===== src/rtl/hex_pkg.sv =====
// Shared constants and the leading-zero helper for the seven-segment scanner.
package hex_pkg;
  localparam int DIGITS_DEF = 8;
  localparam int DIV_DEF    = 50000;
  localparam int MAX_DIGITS = 16;

  localparam logic [MAX_DIGITS-1:0] AN_OFF = '1;

  // Digit i is blankable when it and every nibble above it are zero; digit 0 always shows.
  function automatic logic digit_blank(input logic [4*MAX_DIGITS-1:0] disp, input int unsigned i);
    return (i != 0) && ((disp >> (4*i)) == '0);
  endfunction
endpackage


===== src/rtl/tick_gen.sv =====
// Slot prescaler: counts 0..DIV-1 and flags the last count of each slot.
module tick_gen
  import hex_pkg::*;
#(
  parameter int DIV = DIV_DEF
) (
  input  logic clk,
  input  logic reset,
  output logic tick
);
  localparam int CW = $clog2(DIV);

  logic [CW-1:0] cnt_q, cnt_d;

  assign tick  = (cnt_q == CW'(DIV-1));
  assign cnt_d = tick ? '0 : cnt_q + 1'b1;

  always_ff @(posedge clk or posedge reset) begin
    if (reset) cnt_q <= '0;
    else       cnt_q <= cnt_d;
  end
endmodule


===== src/rtl/hex_scan.sv =====
// 8-digit multiplexed display scanner with frame-synchronous value commit
// and optional leading-zero blanking.
module hex_scan
  import hex_pkg::*;
#(
  parameter int DIGITS = DIGITS_DEF,
  parameter int DIV    = DIV_DEF
) (
  input  logic                  clk,
  input  logic                  reset,
  input  logic                  load,
  input  logic [4*DIGITS-1:0]   din,
  input  logic                  blank_lz,
  output logic                  ready,
  output logic [3:0]            nibble,
  output logic [DIGITS-1:0]     an,
  output logic                  frame_tick
);
  localparam int IW = (DIGITS > 1) ? $clog2(DIGITS) : 1;
  localparam logic [IW-1:0] LAST = IW'(DIGITS-1);

  logic                    tick, boundary, blank;
  logic [IW-1:0]           idx_q, idx_d;
  logic [4*DIGITS-1:0]     shadow_q, shadow_d, disp_q, disp_d;
  logic                    pending_q, pending_d;
  logic [3:0]              nibble_q, nibble_d;
  logic [DIGITS-1:0]       an_q, an_d;
  logic                    ft_q, ft_d;
  logic [4*MAX_DIGITS-1:0] disp_ext;

  tick_gen #(.DIV(DIV)) u_tick (
    .clk   (clk),
    .reset (reset),
    .tick  (tick)
  );

  always_comb begin
    boundary  = tick && (idx_q == LAST);
    idx_d     = idx_q;
    shadow_d  = load ? din : shadow_q;
    pending_d = pending_q;
    disp_d    = disp_q;
    nibble_d  = nibble_q;
    an_d      = an_q;
    ft_d      = boundary;

    if (tick) idx_d = boundary ? '0 : idx_q + 1'b1;

    // A load landing on the boundary bypasses the shadow so it is shown this frame.
    if (boundary) begin
      pending_d = 1'b0;
      if (load)           disp_d = din;
      else if (pending_q) disp_d = shadow_q;
    end else if (load) begin
      pending_d = 1'b1;
    end

    disp_ext                = '0;
    disp_ext[4*DIGITS-1:0]  = disp_d;
    blank = blank_lz && digit_blank(disp_ext, 32'(idx_d));

    if (tick) begin
      nibble_d = disp_d[4*idx_d +: 4];
      an_d     = blank ? AN_OFF[DIGITS-1:0] : ~(DIGITS'(1) << idx_d);
    end
  end

  always_ff @(posedge clk or posedge reset) begin
    if (reset) begin
      idx_q     <= LAST;
      shadow_q  <= '0;
      disp_q    <= '0;
      pending_q <= 1'b0;
      nibble_q  <= '0;
      an_q      <= AN_OFF[DIGITS-1:0];
      ft_q      <= 1'b0;
    end else begin
      idx_q     <= idx_d;
      shadow_q  <= shadow_d;
      disp_q    <= disp_d;
      pending_q <= pending_d;
      nibble_q  <= nibble_d;
      an_q      <= an_d;
      ft_q      <= ft_d;
    end
  end

  assign ready      = ~pending_q;
  assign nibble     = nibble_q;
  assign an         = an_q;
  assign frame_tick = ft_q;
endmodule


===== config.mk =====
export PLATFORM = sky130hd
export DESIGN_NAME = hex_scan
export DESIGN_NICKNAME = d
export VERILOG_FILES = /design/src/rtl/hex_pkg.sv /design/src/rtl/tick_gen.sv /design/src/rtl/hex_scan.sv
export SDC_FILE = /design/constraint.sdc
export NUM_CORES = 1
export LEC_CHECK = 0
export BUFFER_PORTS_ARGS = -buffer_cell sky130_fd_sc_hd__buf_4
export CELL_PAD_IN_SITES_DETAIL_PLACEMENT = 1
export CELL_PAD_IN_SITES_GLOBAL_PLACEMENT = 1
export CORE_AREA = 2 2 81 160
export DETAILED_ROUTE_END_ITERATION = 10
export DIE_AREA = 0 0 83 162
export PLACE_DENSITY_LB_ADDON = 0.1
export SLEW_MARGIN = 0
export SYNTH_ARGS = -nofsm -noshare
export SYNTH_HDL_FRONTEND = slang
export SYNTH_HIERARCHICAL = 1
export SYNTH_SLANG_ARGS = --single-unit
export TNS_END_PERCENT = 10

===== constraint.sdc =====
create_clock -name clk -period 4.3 [get_ports clk]
set_input_delay 0.43 -clock clk [delete_from_list [all_inputs] [get_ports clk]]
set_output_delay 0.43 -clock clk [all_outputs]
set_load 0.05 [all_outputs]

==> flow_results.org, run 1 <==
** Route
- After detailed routing, the number of remaining DRC violations is 0.
- Detail Route Antenna Nets :: 0
- Summed over all nets, wire length on met2 after detailed routing comes to 9710 microns.
- The first detailed-routing pass ran for 4 iterations.
- For this block, the initial DRC count from the detailed router was 169.
- Detailed-route vias per instance :: between 6 and 7
- Wire length on met1 :: 5970 microns
- Vias :: 4347
- WL/cell :: about 23 microns
- After detailed routing, the total wire length is around 17000 microns.
- DR WL met3 :: 346 microns
- Top sig layer :: met4

** Worst setup path
- Top cell by count, worst path :: sky130_fd_sc_hd__buf_4
- Endpoint type of the worst setup path :: register
- Crit-path max cell delay :: ~0.55 ns
- For the worst flop-to-flop path, the logic depth is 13.
- Slowest stage cell, crit path :: sky130_fd_sc_hd__or4b_4
- Type of the worst setup path :: reg2reg
- Data on the critical path arrives at its endpoint at approximately 4.4 ns.
- Critical path fanouts, max :: 6
- Critical path, cell by cell :: or4b_4 > nor4_4 > buf_4 > o211a_1 > buf_4 > buf_4 > mux2_2 > and3_1 > nor3b_1 > a211oi_2 > a2111oi_4 > a31oi_1 > a31oi_1
- For the worst setup path, the data required time is 4.55 ns.
- CP Launch Type :: register

** CTS
- TritonCTS built the clock tree.
- Clock slew at reported path FFs :: 0.07 ns
- Clock latency at the later pin of the worst-skew pair :: around 0.34 ns
- The clock tree synthesis step divided the H-tree into 3 levels.
- Post-CTS Hold Fix Bufs :: 0
- Clock tree synthesis found a total of 97 sinks.
- Clock Root Buffer :: sky130_fd_sc_hd__clkbuf_16
- In this run the deepest clock path goes through 2 buffers.
- Counting the buffers created by CTS gives 9.

** Synthesis
- Synthesized net count :: 552
- The netlist uses 73 different library cells.
- Number of flops mapped to enable cells by yosys :: 0
- After synthesis, the share of flip-flops with an asynchronous set or reset is between 90% and 100%.
- Synthesis inferred 97 register bits.
- A synthesized cell averages 10.3 sq um.
- Proportion of synthesized chip area in sequential cells :: 46.2%
- Yosys synthesis warning count :: 6
- Sorting the synthesized cells by area gives the leading types as sky130_fd_sc_hd__dfrtp_1 41%, sky130_fd_sc_hd__mux2_2 7.3%, sky130_fd_sc_hd__dfstp_2 5.5%, sky130_fd_sc_hd__a21oi_1 3.1%, sky130_fd_sc_hd__nor2_1 3.1%.
- Counting every instance in the synthesized netlist gives 513.
- Of the post-synthesis cell area, the dominant cell type holds 40.8%.
- After synthesis the cells add up to 5280 sq um.
- Top cell type by total area after synthesis :: sky130_fd_sc_hd__dfrtp_1
- Main synth FF type :: sky130_fd_sc_hd__dfrtp_1

** STA
- The worst path in the final design needs a cycle of around 4.2 ns, including I/O delays and setup.
- For the final database, setup skew stands at between 0.01 and 0.015 ns.
- Number of endpoints with negative hold slack in the final report :: 0
- Transition at the pin with the smallest max-transition slack :: between 1 and 1.5 ns
- The max-slew violation count was 0.
- Dividing the final minimum period by the clock period gives 97.3%.
- The tightest hold path in the finished design has a slack of between 0.15 and 0.2 ns.
- Setup violations remaining at the end of the flow were counted as 0.
- Max frequency :: 0.239 GHz
- Headroom to the max-slew limit :: between 30% and 40%
- The worst path meets setup with ~0.12 ns of slack.

** Floorplan
- From bottom edge to top edge, the die measures between 150 and 200 microns.
- I/O pins :: 50
- The die is 83 microns wide.
- Number of placement rows :: 57
- The core region is 12200 sq um.
- Die area :: 13400 sq um
- Starting density of the core :: 43.3%

** Placed design
- Dpl hpwl :: 13000 microns
- The congestion estimate from routability-driven global placement came to 0.895.
- Port Buffer Count :: 49
- OpenSTA, run right after detailed placement, puts the worst setup slack at 0.120 ns.
- The placed instances occupy a cell area of 5850 sq um.

** Final layout
- The library cell used most frequently in the layout, excluding fill and tap cells, is sky130_fd_sc_hd__dfrtp_1.
- At the end of the flow, the number of nets in the layout was 611.
- The filler cells instantiated in the layout total 1386.
- The finished cells cover 6170 sq um.
- The number of antenna diodes in the final layout is 0.
- Commonest cells after routing, fill and taps aside :: 86 x sky130_fd_sc_hd__dfrtp_1, 80 x sky130_fd_sc_hd__buf_4, 43 x sky130_fd_sc_hd__nor2_1
- Share of final-layout standard cells stronger than drive strength 1 :: 29.1%
- Compared with the post-synthesis result, the final layout area differs by 16.8%.

** Status
- The run finished with clean final reports.

** Global routing
- Pin count of the biggest net entering global routing :: 57
- Via count of the first global-routing pass :: 4914
- Global-route wire length before repair :: 26800 microns
- The initial antenna violation count was 0.
- In the global route stage, overall resource usage came out at 25.7%.
- The total overflow left after global routing is 0.

** Pwr
- Summed over all cells, the static leakage comes to 2.75 nW.
- The worst-case IR drop observed on VDD is 0.182 mV.
- In this run the power density over the cells is 316 nW/um^2.

** Run
- The tool flagged a number of max-cap violations equal to 0.

** Hold path
- The min-delay analysis places its worst path in the category in2async.
[per-layer routing]
metal	vias up	GRT usage [%]
li1	2008	-
met1	2223	26.2
met2	75	49.9
met3	41	3.15
met4	0	13.4
met5	-	0
[layout make-up]
type                       count  area [sq um]  share of cell area, %
tap                          147           184                   2.98
clock buffer                  11           233                   3.77
timing repair buffer          80           601                   9.74
clock inverter                 5          80.1                   1.30
inverter                      20          76.3                   1.24
sequential                    97          2440                   39.6
multi-input combinational    364          2550                   41.4
[registers in the layout, summed over array words and instances (netlist names)]
signal,cells
nibble,4
idx_q,3
disp_q,32
an,8
pending_q,1
frame_tick,1
shadow_q,32
u_tick/cnt_q,16
[critical path: cells and delay by family (launching register included)]
family,cells,cell delay [ns]
compound gates,5,1.19
buf+inv,3,0.58
mux,1,0.38
simple gates,4,1.48
flops,1,0.44
[final timing paths]
check | start | endpoint | slack, ns
min | reset | u_tick/cnt_q[3] | 0.18
min reg2reg | an[7] | an[7] | 0.49
min in group clk | din[18] | shadow_q[18] | 0.33
max reg2reg | u_tick/cnt_q[4] | an[4] | 0.12
max | u_tick/cnt_q[4] | an[4] | 0.12
max in group asynchronous | reset | idx_q[0] | 3.03
[metrics by stage]
step	util (%)	power (mW)	TNS, ns	std cells
floorplan	-	1.05	0	513
global placement	48.0	1.10	0	708
detailed placement	48.0	1.11	0	708
CTS	50.5	1.97	0	724
global route	50.6	2.02	-0.453	724
finish	50.6	1.95	0	724
[power by group]
group	total, mW	internal, mW	leakage (nW)	switching (mW)
registers	0.963	0.945	1.20	0.0178
clock network	0.858	0.510	0.146	0.348
logic	0.125	0.0600	1.41	0.0654
total	1.95	1.51	2.75	0.432
[Yosys cell counts, types with 11 or more instances]
| library cell | number |
|---|---|
| sky130_fd_sc_hd__a21oi_1 | 33 |
| sky130_fd_sc_hd__dfrtp_1 | 86 |
| sky130_fd_sc_hd__dfstp_2 | 11 |
| sky130_fd_sc_hd__inv_1 | 19 |
| sky130_fd_sc_hd__mux2_2 | 34 |
| sky130_fd_sc_hd__nand2_1 | 28 |
| sky130_fd_sc_hd__nor2_1 | 43 |
| sky130_fd_sc_hd__nor3_1 | 12 |
| sky130_fd_sc_hd__o211ai_1 | 11 |
| sky130_fd_sc_hd__o21ai_0 | 23 |
| sky130_fd_sc_hd__o22ai_1 | 16 |
[kinds of logic after synthesis]
logic type	after synthesis	share of synthesized area [%]
adders and majority gates	3	0.711
buffers and inverters	52	5.50
xor gates and xnor gates	12	1.99
DFF	97	46.2
AOI/OAI and AO/OA	136	17.4
and+or+nand+nor	168	18.7
muxes	45	9.43
[what timing repair did]
action	CTS	global route
endpoints found under the setup margin	0	6
gates resized for setup	0	1
endpoints found under the hold margin	0	0
buffers inserted	0	0
(Power assumes the default switching activity.)
==> run 2, diff against run 1 <==
--- a/config.mk
+++ b/config.mk
@@ -15,6 +15,5 @@
 export SLEW_MARGIN = 0
 export SYNTH_ARGS = -nofsm -noshare
 export SYNTH_HDL_FRONTEND = slang
-export SYNTH_HIERARCHICAL = 1
 export SYNTH_SLANG_ARGS = --single-unit
 export TNS_END_PERCENT = 10
==> run 2 against run 1 <==
Sequential share of layout area is 0.43 points higher. Utilization shrank 0.54 points. Critical endpoint is now an[3]. Via count rose by 2.7%. Die area stayed put. Synthesized cell count is 4.3% higher.
==> flow_results.org, run 2 <==
** Status
- The flow ran to the end, and the final reports show no timing, DRC or antenna violations.

** Floorplan
- The floorplan step defined a die boundary enclosing 13400 sq um.
- Starting density of the core :: between 40% and 50%
- Chip height :: 162 microns
- In this run the count of I/O pins placed on the die edge is 50.
- Placeable Area :: 12200 sq um
- The floorplan has 57 rows.
- X dimension of the die :: around 83 microns

** CTS
- After clock tree synthesis, the clock-pin slew on the worst setup and hold paths is 0.07 ns.
- Maximum clock insertion buffer count :: 2
- TritonCTS built the clock tree.
- Clock Root Buffer :: sky130_fd_sc_hd__clkbuf_16
- The H-tree generated during clock tree synthesis spans 3 levels.
- Number of sinks on the clock net :: 97
- Clock latency on the worst-skew pair, taken at its later pin, is ~0.35 ns.
- Post-CTS Hold Fix Bufs :: 0
- Buffers added to address setup during post-CTS repair amount to 0.
- Num CTS Buffers :: 9

** STA
- Setup repair after global routing left no endpoint under its margin.
- Number of endpoints with negative hold slack in the final report :: 0
- For the pin with the worst max-slew slack, the measured transition is about 0.77 ns.
- After layout, the worst path uses 92.2% of the clock period.
- Final setup violation count :: 0
- Derived from the worst setup path, the maximum achievable clock frequency is 0.252 GHz.
- The clock arrives with between 0.01 and 0.015 ns of skew.
- Sum of negative setup slack :: 0 ns
- After layout, the minimum clock period comes to 3.97 ns.
- Headroom to the max-slew limit :: between 40 and 50%
- The max-slew violation count was 0.

** Synthesis
- Ranked by total cell area, the synthesized netlist is headed by sky130_fd_sc_hd__dfrtp_1 41%, sky130_fd_sc_hd__mux2_2 6.4%, sky130_fd_sc_hd__dfstp_2 5.5%, sky130_fd_sc_hd__mux2i_1 4.4%, sky130_fd_sc_hd__nand2_1 3.8%.
- Mean Syn Cell Area :: between 9 and 10 sq um
- Main synth FF type :: sky130_fd_sc_hd__dfrtp_1
- When the netlist entered floorplanning its net count stood at 574.
- The share of the Yosys chip area taken by registers is 46.3%.
- Post-synthesis async set-or-reset flop share :: 100%
- sky130_fd_sc_hd__dfrtp_1 is the most common cell in the netlist.
- Top cell type by total area after synthesis :: sky130_fd_sc_hd__dfrtp_1
- Cell area after technology mapping :: 5270 sq um
- Synthesis instantiated 73 different standard cells from the library.
- In this run, synthesis inferred 0 flip-flops with an integrated enable.
- #FFs+latches synth :: 97
- Yosys synthesis warning count :: 0
- The top cell type by area accounts for a little over 40% of the synthesized area.
- Counting every instance in the synthesized netlist gives roughly 540.
- The commonest cells after synthesis are 86 x sky130_fd_sc_hd__dfrtp_1, 53 x sky130_fd_sc_hd__nand2_1, 45 x sky130_fd_sc_hd__nor2_1.

** Hold path
- In this run the worst hold path is classified as in2async.

** Pwr
- Leakage Power :: 2.78 nW
- For this design the ratio of total power to cell area is slightly above 300 nW/um^2.
- Largest voltage drop on the vdd net :: 0.228 mV
- Power comes to between 1.5 and 2 mW.

** Final layout
- Share of final-layout standard cells stronger than drive strength 1 :: between 20% and 30%
- Area occupied by multi-input gates :: 2590 sq um
- Compared with the post-synthesis result, the final layout area differs by 15.8%.
- The layout has 1400 filler cells.
- Area used by sequential logic in the layout :: 2440 sq um
- The repair_antennas step left the layout with diodes totalling 0.
- Leaving out fill and tap cells, the most frequent cells in the layout are 86 x sky130_fd_sc_hd__dfrtp_1, 68 x sky130_fd_sc_hd__buf_4, 53 x sky130_fd_sc_hd__nand2_1.
- Leading registers by flop count :: disp_q x32, shadow_q x32, u_tick.cnt_q x16
- # nets final :: 623
- Cell Count, Final, Fillers Out :: approximately 740
- Most frequent standard cell in the layout excluding fill and tap cells :: sky130_fd_sc_hd__dfrtp_1
- Design area :: 6100 sq um

** Worst setup path
- In this design, the largest share of critical-path delay is due to simple AND/OR/NAND/NOR gates.
- Data arrives at the worst endpoint at 4.23 ns.
- Slowest stage cell, crit path :: sky130_fd_sc_hd__or4_4
- Data on the critical path is required at its endpoint by 4.56 ns.
- The worst setup path is captured at a register.
- The critical path goes through or4b_4 > or4_4 > inv_6 > mux2_1 > and2_1 > o31ai_1 > o211ai_1 > o41a_1 > a2111oi_4 > a211oi_2 > a31oi_1.
- The worst setup path is of the reg2reg kind.
- Crit-path max cell delay :: around 0.66 ns
- The worst setup path is launched from a register.
- Critical path buffers and inverters :: 1
- Along the worst path, the maximum fanout reaches 14.

** Global routing
- GR Overflow Total :: 0
- Global routing used 25.7% of the available tracks.
- Via count of the first global-routing pass :: about 5000
- The initial antenna violation count is 0.
- Global-route wire length before repair :: 26900 microns
- Pin count of the biggest net entering global routing :: 60

** Route
- DRC errors left :: 0
- Detailed routing inserted a total of 4463 vias.
- WL/cell :: ~23 microns
- Drt first pass iters :: 4
- Initial DRC count :: ~190
- The final layout contains routed wiring with a total length of 16700 microns.
- The detail route stage leaves a number of antenna-violating nets equal to 0.
- Detailed-route vias per instance :: 6.06

** Placed design
- Counting tap cells, the placed design contains a total of 720 instances.
- After legalization and detailed placement, the total HPWL measured 12800 microns.
- Cell Area, Placed :: 5820 sq um
- The count of buffers added on input and output ports is 49.
- Final Wtd Congestion :: 0.913

** Run
- Max-cap violations :: 0
[run 2: cell types whose count changed after synthesis, sizes merged, moves of 6 or more]
cell | before | now
a21oi | 33 | 23
buf | 23 | 12
clkbuf | 9 | 18
mux2i | 10 | 23
nand2 | 29 | 55
nand3 | 11 | 17
o21ai | 25 | 33
or2 | 8 | 2
[run 2: report_power, final]
group          switching (mW)  internal (mW)
combinational          0.0665         0.0548
clock                   0.361          0.413
sequential             0.0154          0.943
[run 2: timing repair]
action / 4_1_cts / 5_1_grt
endpoints found under the setup margin: 0 / 3
resized for setup: 0 / 1
hold endpoints to repair: 0 / 0
[run 2: cell families after synthesis]
| family | synth area share (%) |
|---|---|
| AOI/OAI and AO/OA | 18.0 |
| xor gates and xnor gates | 2.00 |
| adders and majority gates | 0.713 |
| buffers and inverters | 4.66 |
| DFF | 46.3 |
| muxes | 11.0 |
| and+or+nand+nor | 17.3 |
[run 2: per-layer routing]
metal  track usage (%)  share of wire, %  up-vias
met1              27.4                37     2246
met2              47.5                54      113
li1                  -                 -     2051
met4              15.5               6.4        0
met3              3.15               2.4       53
met5                 0                 0        -
[run 2: layout make-up]
class	count	area share, %
inverter	22	1.48
timing repair buffer	68	8.37
clock inverter	5	0.656
sequential	97	40.0
multi-input combinational	386	42.5
tap	147	3.01
clock buffer	11	3.98
[run 2: path summary, 6_finish.rpt]
check | from | end | slack [ns] | cells past startpoint
worst max-delay path | u_tick.cnt_q[10] | an[3] | 0.33 | 11
worst min-delay path | reset | shadow_q[12] | 0.21 | 2
worst max register to register | u_tick.cnt_q[10] | an[3] | 0.33 | 11
worst min register to register | disp_q[0] | disp_q[0] | 0.47 | 2
max in group asynchronous | reset | idx_q[0] | 3.02 | 3
min in group clk | din[18] | shadow_q[18] | 0.32 | 2
[run 2: stage by stage]
step           util, %  hold WS [ns]  worst slack (ns)
6_report          50.0         0.209             0.335
5_1_grt           50.0         0.293            0.0718
4_1_cts           50.0         0.261             0.167
3_5_place_dp      47.7         0.457             0.235
3_3_place_gp      47.7         0.446             0.383
2_1_floorplan        -         0.425             0.742
[run 2: worst register-to-register path, cell delays in order, from the launching register on]
cell and delay (ns):
sky130_fd_sc_hd__dfrtp_1 0.43, sky130_fd_sc_hd__or4b_4 0.61, sky130_fd_sc_hd__or4_4 0.66, sky130_fd_sc_hd__inv_6 0.16
sky130_fd_sc_hd__mux2_1 0.39, sky130_fd_sc_hd__and2_1 0.20, sky130_fd_sc_hd__o31ai_1 0.43, sky130_fd_sc_hd__o211ai_1 0.16
sky130_fd_sc_hd__o41a_1 0.17, sky130_fd_sc_hd__a2111oi_4 0.34, sky130_fd_sc_hd__a211oi_2 0.14, sky130_fd_sc_hd__a31oi_1 0.20
